**src/rtl/mips_pkg.sv**
```systemverilog
// Shared datapath widths and register-address type for the integer pipeline.
package mips_pkg;
   localparam int DATA_W     = 32;
   localparam int REG_ADDR_W = 5;

   typedef logic [REG_ADDR_W-1:0] reg_addr_t;

   localparam reg_addr_t REG_ZERO = 5'd0;
endpackage

```
**src/rtl/reg_scoreboard.sv**
```systemverilog
// Pending-write scoreboard: one saturating in-flight-writer counter per
// architectural register, plus source-pending flags and the issue hold signal.
module reg_scoreboard #(
   parameter int NREGS = 32,
   parameter int CNT_W = 2
) (
   input  logic                clk,
   input  logic                rst,
   input  logic                reg_write,
   input  mips_pkg::reg_addr_t write_register,
   input  mips_pkg::reg_addr_t read_register_1,
   input  mips_pkg::reg_addr_t read_register_2,
   input  logic                issue_valid,
   input  logic                issue_reg_write,
   input  mips_pkg::reg_addr_t issue_dest,
   output logic                src_pending_1,
   output logic                src_pending_2,
   output logic                issue_ready
);
   import mips_pkg::*;

   localparam logic [CNT_W-1:0] CNT_MAX = '1;
   localparam logic [CNT_W-1:0] CNT_ONE = CNT_W'(1);

   logic [CNT_W-1:0] cnt_reg [NREGS];
   logic [CNT_W-1:0] wr_cnt;
   logic [CNT_W-1:0] dest_cnt;
   logic [CNT_W-1:0] rd1_cnt;
   logic [CNT_W-1:0] rd2_cnt;
   logic             inc;
   logic             dec;
   logic             dec_on_dest;

   always_comb begin
      wr_cnt      = cnt_reg[write_register];
      dest_cnt    = cnt_reg[issue_dest];
      rd1_cnt     = cnt_reg[read_register_1];
      rd2_cnt     = cnt_reg[read_register_2];

      dec         = reg_write && (write_register != REG_ZERO) && (wr_cnt != '0);
      dec_on_dest = dec && (write_register == issue_dest);
      // A retiring writer in the same cycle frees a slot, so a full counter can still accept.
      issue_ready = !(issue_reg_write && (issue_dest != REG_ZERO) &&
                      (dest_cnt == CNT_MAX) && !dec_on_dest);
      inc         = issue_valid && issue_reg_write && issue_ready && (issue_dest != REG_ZERO);

      // The last outstanding writer landing this cycle is covered by the read bypass.
      src_pending_1 = (read_register_1 != REG_ZERO) && (rd1_cnt != '0) &&
                      !((rd1_cnt == CNT_ONE) && reg_write && (write_register == read_register_1));
      src_pending_2 = (read_register_2 != REG_ZERO) && (rd2_cnt != '0) &&
                      !((rd2_cnt == CNT_ONE) && reg_write && (write_register == read_register_2));
   end

   generate
      for (genvar gi = 0; gi < NREGS; gi++) begin : g_cnt
         logic inc_hit;
         logic dec_hit;

         assign inc_hit = inc && (issue_dest == reg_addr_t'(gi));
         assign dec_hit = dec && (write_register == reg_addr_t'(gi));

         always_ff @(posedge clk) begin
            if (rst || (gi == 0)) begin
               cnt_reg[gi] <= '0;
            end else if (inc_hit && !dec_hit) begin
               cnt_reg[gi] <= cnt_reg[gi] + CNT_ONE;
            end else if (dec_hit && !inc_hit) begin
               cnt_reg[gi] <= cnt_reg[gi] - CNT_ONE;
            end
         end
      end
   endgenerate
endmodule

```
**src/rtl/reg_file.sv**
```systemverilog
// 32 x 32-bit general register file with write-through bypass on both read
// ports and a pending-write scoreboard for decode-stage hazard stalls.
module reg_file #(
   parameter int DATA_W = mips_pkg::DATA_W,
   parameter int NREGS  = 32,
   parameter int CNT_W  = 2
) (
   input  logic                clk,
   input  logic                rst,
   input  logic                reg_write,
   input  mips_pkg::reg_addr_t write_register,
   input  logic [DATA_W-1:0]   write_data_reg,
   input  mips_pkg::reg_addr_t read_register_1,
   input  mips_pkg::reg_addr_t read_register_2,
   output logic [DATA_W-1:0]   read_data_1,
   output logic [DATA_W-1:0]   read_data_2,
   input  logic                issue_valid,
   input  logic                issue_reg_write,
   input  mips_pkg::reg_addr_t issue_dest,
   output logic                src_pending_1,
   output logic                src_pending_2,
   output logic                issue_ready
);
   import mips_pkg::*;

   logic [DATA_W-1:0] mem_reg [NREGS];

   // Register 0 is kept at zero in storage as well as on the read path.
   generate
      for (genvar gi = 0; gi < NREGS; gi++) begin : g_mem
         always_ff @(posedge clk) begin
            if (rst || (gi == 0)) begin
               mem_reg[gi] <= '0;
            end else if (reg_write && (write_register == reg_addr_t'(gi))) begin
               mem_reg[gi] <= write_data_reg;
            end
         end
      end
   endgenerate

   always_comb begin
      read_data_1 = mem_reg[read_register_1];
      if (read_register_1 == REG_ZERO) begin
         read_data_1 = '0;
      end else if (reg_write && (write_register == read_register_1)) begin
         read_data_1 = write_data_reg;
      end

      read_data_2 = mem_reg[read_register_2];
      if (read_register_2 == REG_ZERO) begin
         read_data_2 = '0;
      end else if (reg_write && (write_register == read_register_2)) begin
         read_data_2 = write_data_reg;
      end
   end

   reg_scoreboard #(
      .NREGS (NREGS),
      .CNT_W (CNT_W)
   ) u_scoreboard (
      .clk             (clk),
      .rst             (rst),
      .reg_write       (reg_write),
      .write_register  (write_register),
      .read_register_1 (read_register_1),
      .read_register_2 (read_register_2),
      .issue_valid     (issue_valid),
      .issue_reg_write (issue_reg_write),
      .issue_dest      (issue_dest),
      .src_pending_1   (src_pending_1),
      .src_pending_2   (src_pending_2),
      .issue_ready     (issue_ready)
   );
endmodule

```
**config.mk**
```make
export PLATFORM = sky130hd
export DESIGN_NAME = reg_file
export DESIGN_NICKNAME = d
export VERILOG_FILES = /design/src/rtl/mips_pkg.sv /design/src/rtl/reg_scoreboard.sv /design/src/rtl/reg_file.sv
export SDC_FILE = /design/constraint.sdc
export NUM_CORES = 2
export LEC_CHECK = 0
export CAP_MARGIN = 20
export CORE_AREA = 3 3 352 354
export DETAILED_ROUTE_END_ITERATION = 10
export DIE_AREA = 0 0 355 357
export GPL_TIMING_DRIVEN = 0
export PLACE_DENSITY = 0.66
export SETUP_SLACK_MARGIN = 0.05
export SLEW_MARGIN = 20
export SYNTH_ARGS = -nofsm -noshare
export SYNTH_HDL_FRONTEND = slang
export SYNTH_HIERARCHICAL = 1
export SYNTH_SLANG_ARGS = --single-unit
```
**constraint.sdc**
```tcl
create_clock -name clk -period 4.1 [get_ports clk]
set_input_delay 0.82 -clock clk [delete_from_list [all_inputs] [get_ports clk]]
set_output_delay 0.82 -clock clk [all_outputs]
set_load 0.02 [all_outputs]
```
==> results.toml <==
[drt]
wire_per_inst_microns = 39.7
wl_met2_microns = 109000
wl_met3_microns = 40500
m1WireLength_microns = 85400
ant_nets = 0
drt-initial-drc-count = 8124
vias = 45515
finalWirelength_microns = 256000
viasPerCell = 7.05
first_pass_iters = 7
drc = 0
top_layer = "met5"

[yosys]
synth_top_cell_by_area = "edfxtp_1"
netlist_top_cells_count = "edfxtp_1, and2_1, mux4_2, clkbuf_1, nor2_1"
synth_edf_count = 1054
seq_area_frac_synth = 0.525
ys_ff_latch = 1054
yosysMostFrequentCell = "edfxtp_1"
synth_nets = 4456
yosys_warnings = 6
synth_top_area_share = 0.525
synth.distinct_cells = 79
syn_area_per_cell_sq_um = 13.7
synthesis.instances = 4399
ys.flop_type = "edfxtp_1"
synth_area_leaders = "edfxtp_1, mux4_2, and2_1"
async_reset_ff_frac = 0
synthesis.area_sq_um = 60200

[worst_setup_path]
crit_fanout = 10
critPathKind = "in2out"
required_ns = 3.28
critPathCaptureType = "primary output"
r2r_setup_slack_ns = 0.71
reg2reg_to = "u_scoreboard/cnt_reg[24][1]$_DFFE_PP_"
r2r_cells = 9
r2r_start = "u_scoreboard/cnt_reg[21][1]$_DFFE_PP_"
startpoint_type = "input pin"
critical_path_arrival_ns = 3.33
crit_start = "read_register_1[1]"

[sta]
min_period_ns = 4.15
worst_slew_pin_slew_ns = 1.04
fin_worst_skew_ns = 0.0258
relSlewSlack = 0.304
hold_viol = 0
rsz0062_at_grt = "true"
setup_ws_ns = -0.0452
clock.fmax_ghz = 0.241
slew_violations = 0
setup_violations = 6
min_period_over_period = 1.01

[die]
die_h_microns = 357
core_sq_um = 121000
ioPinCount = 124
rows = 128
fp.dieW_microns = 355
die_area_sq_um = 127000
start_util = 0.496

[clock_tree]
clkSinkCount = 1054
hold_buffers = 0
clk_latency_ns = 0.76
htreeDepth = 3
cts_root_buffer = "clkbuf_16"
clk_path_buf_depth = 3
cts_buffers = 116
cts_tree = "yes"
path_clk_slew_ns = 0.06

[power]
p_int_mw = 20.5
power.leakage_nw = 24.7
netSwitchingPower_mw = 8.02
power_frac_comb = 0.168
power_density_nw_per_um2 = 398
irDropWorstVdd_uv = 353
pwr-share-clk = 0.383
p_seq_frac = 0.449
p_sw_frac = 0.281
power.total_mw = 28.6

[final_layout]
largest_reg_flops = 992
multi_input_area_sq_um = 28200
finalCoreUtilization = 0.591
num-fill-cells = 9574
final_layout_size_suffix_gt1_frac = 0.280
register_area_sq_um = 31700
nNetsFinal = 4783
syn_to_final_growth_pct = 19.2

[global_routing]
grt_start_max_net_pins = 27
grt_pass1_vias = 43866
antenna_found_initial = 19
grt_overflow = 0
track_usage = 0.400
grt_pass1_wl_microns = 349000

[min_path]
hold_start = "u_scoreboard/cnt_reg[9][0]$_DFFE_PP_"
hp-class = "reg2reg"
min_to = "u_scoreboard/cnt_reg[9][0]$_DFFE_PP_"
min_path_cells = 1

[outcome]
violations = "setup timing"
outcome = "finished with violations"

[placement]
gp_congestion = 1.04
io_buffer_count = 115
place_hpwl_microns = 188000

[job]
maxCapViolations = 0
[worst max-delay path: stages]
cell,delay (ns)
buf_4,0.24
buf_6,0.25
buf_6,0.22
buf_12,0.23
mux4_2,0.34
a22oi_1,0.21
nand3_1,0.26
a22o_2,0.38
dlygate4sd2_1,0.34
[logic make-up after synthesis]
family                 after synthesis  synth area share
XOR/XNOR                            87            0.0126
buffers and inverters              472            0.0365
multiplexers                       674             0.207
AND/OR/NAND/NOR                   1623             0.156
AO/OA/AOI/OAI                      489            0.0617
flip-flops                        1054             0.525
[area by class of cell]
type,instances,share of cell area
diodes,5,0.000174
multi-input cells,2873,0.393
well taps,1625,0.0283
clock inverters,80,0.0112
plain buffers,459,0.0472
repair buffers,212,0.0366
inverters,10,0.000523
flip-flops and latches,1054,0.441
clock buffers,137,0.0424
[repair_timing]
| action | in CTS | in global routing |
|---|---|---|
| setup buffers | 17 | 30 |
| cloned | 0 | 2 |
| endpoints found under the setup margin | 72 | 63 |
| pin swaps | 27 | 24 |
| resized for setup | 762 | 115 |
[worst max-delay path by stage]
stage	to	depth (start not counted)
6_report	read_data_1[31]	9
3_5_place_dp	read_data_1[28]	9
4_1_cts	read_data_2[19]	9
5_1_grt	read_data_1[17]	8
2_1_floorplan	src_pending_2	6
3_3_place_gp	mem_reg[21][15]$_SDFFCE_PN0P_	5
[through the flow]
stage          std cells  hold WS, ns  area (sq um)  worst slack (ns)  TNS [ns]
6_report            6455        0.703         71800           -0.0452    -0.167
5_1_grt             6451        0.723         71800            0.0177         0
4_1_cts             6419        0.695         71100            0.0475         0
3_5_place_dp        6187        0.686         64900             -2.43   -224.70
3_3_place_gp        6139        0.677         63400             -2.59  -1937.69
2_1_floorplan       4399        0.620         60200             0.212         0
[per-layer routing]
metal | track usage | vias up
met1 | 0.489 | 22828
met3 | 0.168 | 945
met5 | 0.00868 | -
met4 | 0.257 | 12
met2 | 0.584 | 4101
li1 | - | 17629
[cell usage in the layout, fill, tap and decap left out, types with 24 or more instances in the layout]
cell type and instances:
clkbuf_4 40, buf_12 50, clkbuf_1 236, o21bai_4 27, buf_6 42, o221ai_1 24, nor4_1 30, clkinv_2 24
nand3_1 43, o21ai_0 27, buf_16 31, nor3_1 78, clkdlybuf4s50_1 36, clkbuf_16 124, mux4_2 441, nor2_1 151
edfxtp_1 1054, clkinv_1 29, and2_1 996, dlygate4sd2_1 53, xor2_1 40, o22ai_1 57, clkbuf_2 30, a211oi_1 34
nand2_1 81, buf_4 85, a22oi_1 57, a21oi_1 35, buf_2 29, mux2_2 114, xnor2_1 47, nand4_1 25
nand2b_1 48, mux2i_1 85, a221oi_1 33
[power groups by stage]
stage | Combinational [mW] | Sequential (mW) | Clock [mW]
2_1_floorplan | 2.33 | 12.9 | 0
3_3_place_gp | 4.02 | 13.0 | 0
3_5_place_dp | 4.23 | 13.0 | 0
4_1_cts | 4.50 | 12.8 | 10.8
5_1_grt | 4.83 | 12.9 | 11.3
6_report | 4.81 | 12.8 | 10.9
Power figures use the tool's default switching activity.
